## config.mk

```make
export PLATFORM = sky130hd
export DESIGN_NAME = iotdf_batch_filter
export DESIGN_NICKNAME = d
export VERILOG_FILES = /design/src/rtl/iotdf_batch_filter.sv
export SDC_FILE = /design/constraint.sdc
export NUM_CORES = 2
export LEC_CHECK = 0
export CORE_ASPECT_RATIO = 1.5
export CORE_MARGIN = 10
export CORE_UTILIZATION = 47
export CTS_BUF_LIST = sky130_fd_sc_hd__clkbuf_16
export DETAILED_ROUTE_END_ITERATION = 10
export PLACE_DENSITY_LB_ADDON = 0.3
export SLEW_MARGIN = 15
export SYNTH_ARGS = -nofsm -noshare
export SYNTH_HDL_FRONTEND = slang
export SYNTH_SLANG_ARGS = --single-unit
```

## constraint.sdc

```tcl
create_clock -name clk -period 3.4 [get_ports clk]
set_input_delay 0.34 -clock clk [delete_from_list [all_inputs] [get_ports clk]]
set_output_delay 0.34 -clock clk [all_outputs]
set_load 0.005 [all_outputs]
```

## src/rtl/iotdf_batch_filter.sv

```systemverilog
// Purpose: packs a byte stream into words, groups words into batches and emits PASS/MAX/MIN/AVG results.
// Latency: PASS results appear 2 edges after a word's last byte; batch results appear at the FLUSH exit edge.
// Backpressure: busy is high for the single FLUSH cycle after each batch, and a byte offered then is dropped.
module iotdf_batch_filter #(
  parameter int WORD_BYTES  = 16,
  parameter int BATCH_WORDS = 8
) (
  input  logic                      clk,
  input  logic                      rst,
  input  logic                      in_en,
  input  logic [7:0]                iot_in,
  input  logic [2:0]                fn_sel,
  output logic                      busy,
  output logic                      valid,
  output logic [8*WORD_BYTES-1:0]   iot_out
);

  localparam int WORD_W = 8 * WORD_BYTES;
  localparam int SH_W   = WORD_W - 8;
  localparam int BC_W   = (WORD_BYTES > 1) ? $clog2(WORD_BYTES) : 1;
  localparam int WC_W   = $clog2(BATCH_WORDS);
  localparam int ACC_W  = WORD_W + WC_W;

  localparam logic [BC_W-1:0] BC_LAST = BC_W'(WORD_BYTES - 1);
  localparam logic [WC_W-1:0] WC_LAST = WC_W'(BATCH_WORDS - 1);

  localparam logic [1:0] S_IDLE    = 2'd0;
  localparam logic [1:0] S_COLLECT = 2'd1;
  localparam logic [1:0] S_FLUSH   = 2'd2;

  localparam logic [2:0] FN_PASS = 3'd0;
  localparam logic [2:0] FN_MAX  = 3'd1;
  localparam logic [2:0] FN_MIN  = 3'd2;
  localparam logic [2:0] FN_AVG  = 3'd3;

  logic [1:0]        state_q, state_d;
  logic [BC_W-1:0]   bc_q, bc_d;
  logic [WC_W-1:0]   wc_q, wc_d;
  logic [SH_W-1:0]   sh_q, sh_d;
  logic [WORD_W-1:0] word_q, word_d;
  logic              word_v_q, word_v_d;
  logic              word_first_q, word_first_d;
  logic [2:0]        mode_q, mode_d;
  logic [ACC_W-1:0]  acc_q, acc_d;
  logic              valid_q, valid_d;
  logic [WORD_W-1:0] iot_out_q, iot_out_d;

  logic              accept;
  logic              last_byte;
  logic              last_word;
  logic [WORD_W-1:0] acc_lo;
  logic [ACC_W-1:0]  acc_sum;
  logic [WORD_W-1:0] max_w;
  logic [WORD_W-1:0] min_w;

  assign busy      = (state_q == S_FLUSH);
  assign accept    = in_en && !busy;
  assign last_byte = (bc_q == BC_LAST);
  assign last_word = (wc_q == WC_LAST);

  // MAX/MIN only ever hold a zero-extended word, so the low WORD_W bits are the running value.
  assign acc_lo  = acc_q[WORD_W-1:0];
  assign acc_sum = acc_q + {{WC_W{1'b0}}, word_q};
  assign max_w   = (acc_lo > word_q) ? acc_lo : word_q;
  assign min_w   = (acc_lo < word_q) ? acc_lo : word_q;

  assign valid   = valid_q;
  assign iot_out = iot_out_q;

  // Byte framing: shift bytes in MSB-first, publish a completed word for one cycle, count words.
  always_comb begin
    bc_d         = bc_q;
    wc_d         = wc_q;
    sh_d         = sh_q;
    word_d       = word_q;
    word_v_d     = 1'b0;
    word_first_d = word_first_q;
    mode_d       = mode_q;
    if (accept) begin
      sh_d = SH_W'({sh_q, iot_in});
      bc_d = last_byte ? '0 : bc_q + 1'b1;
      if (state_q == S_IDLE) begin
        mode_d = fn_sel;
      end
      if (last_byte) begin
        word_d       = {sh_q, iot_in};
        word_v_d     = 1'b1;
        word_first_d = (wc_q == '0);
        wc_d         = last_word ? '0 : wc_q + 1'b1;
      end
    end
  end

  // Batch FSM: FLUSH lasts exactly one cycle so the final word can be combined.
  always_comb begin
    state_d = state_q;
    case (state_q)
      S_IDLE:    if (accept) state_d = S_COLLECT;
      S_COLLECT: if (accept && last_byte && last_word) state_d = S_FLUSH;
      S_FLUSH:   state_d = S_IDLE;
      default:   state_d = S_IDLE;
    endcase
  end

  // Accumulate each word the cycle after it completes; the final word is folded in at FLUSH exit.
  always_comb begin
    acc_d     = acc_q;
    valid_d   = 1'b0;
    iot_out_d = iot_out_q;
    if (state_q == S_FLUSH) begin
      acc_d = '0;
      case (mode_q)
        FN_PASS: begin iot_out_d = word_q; valid_d = 1'b1; end
        FN_MAX:  begin iot_out_d = max_w;  valid_d = 1'b1; end
        FN_MIN:  begin iot_out_d = min_w;  valid_d = 1'b1; end
        FN_AVG:  begin iot_out_d = WORD_W'(acc_sum >> WC_W); valid_d = 1'b1; end
        default: ;
      endcase
    end else if (word_v_q) begin
      case (mode_q)
        FN_PASS: begin iot_out_d = word_q; valid_d = 1'b1; end
        FN_MAX:  acc_d = word_first_q ? {{WC_W{1'b0}}, word_q} : {{WC_W{1'b0}}, max_w};
        FN_MIN:  acc_d = word_first_q ? {{WC_W{1'b0}}, word_q} : {{WC_W{1'b0}}, min_w};
        FN_AVG:  acc_d = word_first_q ? {{WC_W{1'b0}}, word_q} : acc_sum;
        default: ;
      endcase
    end
  end

  // State registers; reset drops any partially collected bytes and words.
  always_ff @(posedge clk) begin
    if (rst) begin
      state_q      <= S_IDLE;
      bc_q         <= '0;
      wc_q         <= '0;
      sh_q         <= '0;
      word_q       <= '0;
      word_v_q     <= 1'b0;
      word_first_q <= 1'b0;
      mode_q       <= FN_PASS;
      acc_q        <= '0;
      valid_q      <= 1'b0;
      iot_out_q    <= '0;
    end else begin
      state_q      <= state_d;
      bc_q         <= bc_d;
      wc_q         <= wc_d;
      sh_q         <= sh_d;
      word_q       <= word_d;
      word_v_q     <= word_v_d;
      word_first_q <= word_first_d;
      mode_q       <= mode_d;
      acc_q        <= acc_d;
      valid_q      <= valid_d;
      iot_out_q    <= iot_out_d;
    end
  end

endmodule

```

==> qor.txt, run 1 <==
==============================================================================
Largest area contributor in the netlist .........................      dfxtp_1
Last flow stage reached ......................................... global routing (5_1_grt)
Largest net degree at the start of global routing ...............          128
TritonCTS buffer count ..........................................           55
Std cell rows ...................................................          128
Chip Height .....................................................       370 µm
Critical endpoint after global-route timing repair .............. iot_out[115]$_SDFFE_PP0P_/D
Synthesis-stage register bit count ..............................          522
Syn nets ........................................................         5698
Yosys cell types ................................................          102
Initial standard-cell utilization of the core ...................        0.473
Post-synth ARST share ...........................................            0
Cell with the most instances after synthesis ....................      a21oi_1
Avg Synthesized Cell Area .......................................     7.09 µm²
Total global routing overflow ...................................           11
Count of yosys warnings during synthesis ........................            0
H-tree depth ....................................................            2
Maximum clock insertion buffer count ............................            3
First reported error ............................................ [ERROR GRT-0232] Routing congestion too high. Check the congestion heatmap in the GUI.
Result of the run ............................................... did not finish
Share of synthesized area occupied by flip-flops and latches ....        0.272
Clock sinks .....................................................          522
Top-Level Pins ..................................................          144
Count of buffers from port buffering ............................          143
Category of the worst endpoint .................................. register data pin
Most common library cells after synthesis ....................... 828 x a21oi_1, 813 x nand2_1, 522 x dfxtp_1
GRT Resource Usage Total ........................................        0.593
Leading post-synthesis cells by cell area ....................... dfxtp_1 27%, a21oi_1 11%, ha_1 8.5%
Count of mapped cells out of synthesis ..........................         5423
Number of flops mapped to enable cells by yosys .................            0
Mapped cell area ................................................    38400 µm²
Half-perimeter wire length of the detailed placement result .....       176 mm
Most common flop cell mapped by yosys ...........................      dfxtp_1
Buffer type at the clock tree root ..............................    clkbuf_16
Die W ...........................................................       253 µm
Last weighted congestion value of the routability-driven placer .         1.12
Area share of the largest cell type after synthesis .............        0.272
==============================================================================
==> per-stage QoR <==
stage / std cells / utilization / hold slack (ns) / cell area, µm² / worst slack (ns)
floorplan: 5423 / - / 0.432 / 38400 / -0.00377
global placement: 7690 / 0.635 / 0.437 / 51600 / -1.03
detailed placement: 7690 / 0.635 / 0.435 / 51600 / -1.09
CTS: 7896 / 0.710 / 0.205 / 57700 / -0.353
==> per-layer routing <==
layer / overflow / GRT usage
met1: 0 / 0.574
met3: 0 / 0.314
met2: 6 / 0.847
met5: 0 / 0.0441
met4: 5 / 0.663
==> cells by family after synthesis <==
family,share of synthesized area
adder cells (fa/ha/maj),0.0852
flip-flops,0.272
multiplexers,0.0274
AND/OR/NAND/NOR,0.225
XOR/XNOR,0.0228
AO/OA/AOI/OAI,0.295
buffers and inverters,0.0732
==> timing repair <==
item                                   in CTS
endpoints found under the hold margin       2
gates resized for setup                   683
hold buffers                                1
cloned                                     13
setup buffers                             107
pin swaps                                 216
setup endpoints to repair                 259
==> run 2: changes to the inputs <==
==> config.mk (replaced) <==
export PLATFORM = sky130hd
export DESIGN_NAME = iotdf_batch_filter
export DESIGN_NICKNAME = d
export VERILOG_FILES = /design/src/rtl/iotdf_batch_filter.sv
export SDC_FILE = /design/constraint.sdc
export NUM_CORES = 2
export LEC_CHECK = 0
export CORE_MARGIN = 10
export CORE_UTILIZATION = 32
export DETAILED_ROUTE_END_ITERATION = 10
export PLACE_DENSITY_LB_ADDON = 0.15
export SLEW_MARGIN = 15
export SYNTH_ARGS = -nofsm -noshare
export SYNTH_HDL_FRONTEND = slang
export SYNTH_SLANG_ARGS = --single-unit
==> constraint.sdc (replaced) <==
create_clock -name clk -period 4.4 [get_ports clk]
set_input_delay 0.44 -clock clk [delete_from_list [all_inputs] [get_ports clk]]
set_output_delay 0.44 -clock clk [all_outputs]
set_load 0.005 [all_outputs]
==> run 2 against run 1 <==
  * The flow now finishes without violations
  * Synthesized cell count stayed put
  * Area after synthesis stayed put
==> qor.txt, run 2 <==
=================================================================================================================
Antenna violations before repair ...................................................................            9
Result of the run .................................................................................. finished clean
Die W ..............................................................................................       367 µm   +45%
Largest net degree at the start of global routing ..................................................          148
Post-synth ARST share ..............................................................................            0   unchanged
Arithmetic-cell share of the synthesized area counting full adders, half adders and majority gates .       0.0852   unchanged
Max-slew violation total from the final report .....................................................            0
Last element of the critical path .................................................................. iot_out[22]$_SDFFE_PP0P_
CP Max Fanout ......................................................................................            5
GRT Resource Usage Total ...........................................................................        0.310
Worst hold path class .............................................................................. input pin to flop
Yosys cell types ...................................................................................          102   unchanged
Kind of end point of the critical path .............................................................         flop
Std cell rows ......................................................................................          127   -0.78%
Final instance area ................................................................................    47500 µm²
Critical-path cell with the highest stage delay ....................................................       nor4_4
Total length of routed wires .......................................................................       221 mm
First-pass GRT wire length .........................................................................       311 mm
Area of the placeable core .........................................................................   120000 µm²
Family of cells with the greatest summed delay on the critical path ................................ simple AND/OR/NAND/NOR gates
Number of flops mapped to enable cells by yosys ....................................................            0   unchanged
Mean routed wirelength per cell ....................................................................      29.8 µm
Reg2Reg Launch Point ............................................................................... word_q[104]$_SDFFE_PP0P_
Synthesis-stage register bit count .................................................................          522   unchanged
Initial standard-cell utilization of the core ......................................................        0.321   -0.152
Biggest register ...................................................................................        acc_q
Number of flip-flops in the largest register .......................................................          131
Area share of the largest cell type after synthesis ................................................        0.272   unchanged
Area added between synthesis and finish ............................................................        23.5%
Leading post-synthesis cells by cell area .......................................................... dfxtp_1 27%, a21oi_1 11%, ha_1 8.5%
Cell repeated most along the worst path ............................................................        buf_4
Endpoint of the worst register-to-register path .................................................... iot_out[22]$_SDFFE_PP0P_
Count of final setup violators .....................................................................            0
Avg Synthesized Cell Area ..........................................................................     7.09 µm²   unchanged
Fraction of layout cells with a size suffix above 1 ................................................        0.134
Timing startpoint of the critical path ............................................................. word_q[104]$_SDFFE_PP0P_
Data arrival time of the worst path ................................................................      4.91 ns
Post-layout worst setup margin .....................................................................    0.0303 ns
Top-Level Pins .....................................................................................          144   unchanged
TritonCTS buffer count .............................................................................           68   +24%
Cell chain of the critical path .................................................................... inv_1 -> ha_1 -> nand4_1 -> nor4_4 -> nand3_2 -> buf_6 -> nor2_2 -> buf_6 -> buf_4 -> nand4_4 -> and2_4 -> buf_12 -> buf_4 -> buf_4 -> a21oi_2 -> nor2_1 -> or4_1 -> a32o_1
Reg clk slew, reported paths .......................................................................      0.06 ns
Synthesized-area fraction occupied by ao, oa, aoi and oai cells ....................................        0.295   unchanged
Syn nets ...........................................................................................         5698   unchanged
Worst-margin pin slew ..............................................................................      1.20 ns
Fraction of the mapped netlist area in simple logic gates ..........................................        0.225   unchanged
Highest clock frequency the design can meet ........................................................    0.229 GHz
Multiplexer area fraction after synthesis ..........................................................       0.0274   unchanged
Buffers & Inverters on Critical Path ...............................................................            7
H-tree depth .......................................................................................            3   +1
Worst supply voltage drop on vdd ...................................................................     0.276 mV
Commonest non-fill, non-tap cell in the layout .....................................................      a21oi_1
Max-slew headroom at the worst pin .................................................................        0.195
Worst slack on hold paths ..........................................................................     0.257 ns
Die footprint ......................................................................................   134000 µm²
Last weighted congestion value of the routability-driven placer ....................................         1.01   -9.4%
Share of the clock period used by the worst path ...................................................        0.993
Commonest cells after routing, fill and taps aside ................................................. 822 x a21oi_1, 807 x nand2_1, 518 x dfxtp_1
Pwr dens ...........................................................................................   238 nW/µm²
Number of vias after detailed routing ..............................................................        45.0k
Cell with the most instances after synthesis .......................................................      a21oi_1
Chip Height ........................................................................................       367 µm   -0.99%
TritonCTS clock tree ...............................................................................          yes
Count of mapped cells out of synthesis .............................................................         5423   unchanged
Buffer type at the clock tree root .................................................................    clkbuf_16
Post-synthesis xor/xnor area fraction ..............................................................       0.0228   unchanged
Count of yosys warnings during synthesis ...........................................................            0   unchanged
Total global routing overflow ......................................................................            0
Number of cells on the worst reg-to-reg path .......................................................           18
Reported max-cap violation count ...................................................................            0
Via density ........................................................................................         6.08
Largest area contributor in the netlist ............................................................      dfxtp_1
Most common flop cell mapped by yosys ..............................................................      dfxtp_1
Maximum clock insertion buffer count ...............................................................            3   unchanged
R2R setup slack ....................................................................................      0.03 ns
Number of nets with antenna violations after routing ...............................................            0
Mapped cell area ...................................................................................    38400 µm²   unchanged
Half-perimeter wire length of the detailed placement result ........................................       162 mm   -8.0%
Share of synthesized area occupied by flip-flops and latches .......................................        0.272   unchanged
Critical path depth ................................................................................           18
Detailed-route DRC error count .....................................................................            0
Final worst clock skew .............................................................................    0.0380 ns
Hold buffers post-CTS ..............................................................................            0   -1
Vias in the first global route .....................................................................        41.3k
Required @ worst endpoint ..........................................................................      4.94 ns
Fin. Hold Viols ....................................................................................            0
NumNets Final ......................................................................................         6012
Clock sinks ........................................................................................          522   unchanged
Setup slack at placement ...........................................................................    -0.828 ns   +0.257 ns
1st-iter DRT viols .................................................................................         5693
Kind of critical path .............................................................................. flop to flop
Combinational family with the most area after synthesis ............................................ compound AO/OA/AOI/OAI gates
Cell leakage power .................................................................................      18.2 nW
Crit path time final ...............................................................................      4.37 ns
Dpl cell area ......................................................................................    44600 µm²   -14%
Most common library cells after synthesis .......................................................... 828 x a21oi_1, 813 x nand2_1, 522 x dfxtp_1
Count of buffers from port buffering ...............................................................          143   unchanged
Largest incremental delay on the critical path .....................................................      0.48 ns
Clock network latency to the later pin of the worst-skew pair ......................................      0.67 ns
Number of optimization iterations in the first detailed-route pass .................................            7
Element type at the critical path start ............................................................         flop
=================================================================================================================
[run 2: cell counts after synthesis]
No cell type changed its count.
[run 2: what timing repair did]
item / 4_1_cts / 5_1_grt
setup buffers: 10 / 5
setup endpoints to repair: 256 / 191
pin swaps: 6 / 15
gates resized for setup: 23 / 55
gates cloned: 1 / 0
[run 2: worst reg2reg max path, stage by stage, from the launching register on]
cell	delay, ns
dfxtp_1	0.43
inv_1	0.16
ha_1	0.34
nand4_1	0.30
nor4_4	0.49
nand3_2	0.23
buf_6	0.20
nor2_2	0.12
buf_6	0.18
buf_4	0.16
nand4_4	0.14
and2_4	0.24
buf_12	0.14
buf_4	0.15
buf_4	0.14
a21oi_2	0.15
nor2_1	0.06
or4_1	0.42
a32o_1	0.21
[run 2: cells by family (layout without fill, tap and decap cells)]
| logic type | Yosys count | count (layout) |
|---|---|---|
| adder cells (fa/ha/maj) | 261 | 261 |
| AO/OA/AOI/OAI | 1825 | 1825 |
| AND/OR/NAND/NOR | 1903 | 1903 |
| flip-flops | 522 | 522 |
| buffers and inverters | 707 | 1075 |
| other | 0 | 1 |
| multiplexers | 105 | 105 |
| XOR/XNOR | 100 | 100 |
[run 2: per-layer routing]
| metal | part of all wire | track usage |
|---|---|---|
| met5 | 0.00020 | 0 |
| met4 | 0.036 | 0.105 |
| met3 | 0.11 | 0.0648 |
| met2 | 0.39 | 0.430 |
| met1 | 0.46 | 0.464 |
[run 2: per-stage QoR]
stage	setup TNS, ns	cells	util	total power [W]
after floorplan	0	5423	-	0.00504
after global placement	-137.64	7263	0.372	0.00530
after detailed placement	-119.85	7263	0.372	0.00530
after CTS	0	7398	0.394	0.0113
after global routing	-0.0139	7403	0.397	0.0115
final	0	7404	0.397	0.0113
[run 2: worst min-delay path by stage]
stage                                         from                        to  slack [ns]  cells after the start
after global placement    iot_out[12]$_SDFFE_PP0P_  iot_out[12]$_SDFFE_PP0P_        0.44                      2
after global routing                           rst    mode_q[0]$_SDFFE_PP0P_        0.30                      2
after floorplan             sh_q[114]$_SDFFE_PP0P_  word_q[122]$_SDFFE_PP0P_        0.43                      2
after detailed placement    sh_q[116]$_SDFFE_PP0P_    sh_q[116]$_SDFFE_PP0P_        0.45                      2
final                                          rst    mode_q[0]$_SDFFE_PP0P_        0.26                      2
after CTS                                      rst    mode_q[0]$_SDFFE_PP0P_        0.28                      2
[run 2: final cells by class]
class	count	area, µm²
Multi-Input combinational cell	4194	25700
Inverter	279	1050
Tap cell	1612	2020
Clock buffer	97	2040
Clock inverter	27	315
Timing Repair Buffer	672	5910
Fill cell	12600	72200
Sequential cell	522	10500
Antenna cell	1	2.50
[run 2: report_power, final]
group / internal, W / switching [W]
Clock: 0.00354 / 0.00255
Sequential: 0.00474 / 0.0000212
Combinational: 0.0000778 / 0.000377
Total: 0.00835 / 0.00294
Note: power is estimated with default switching activity, not from simulation.
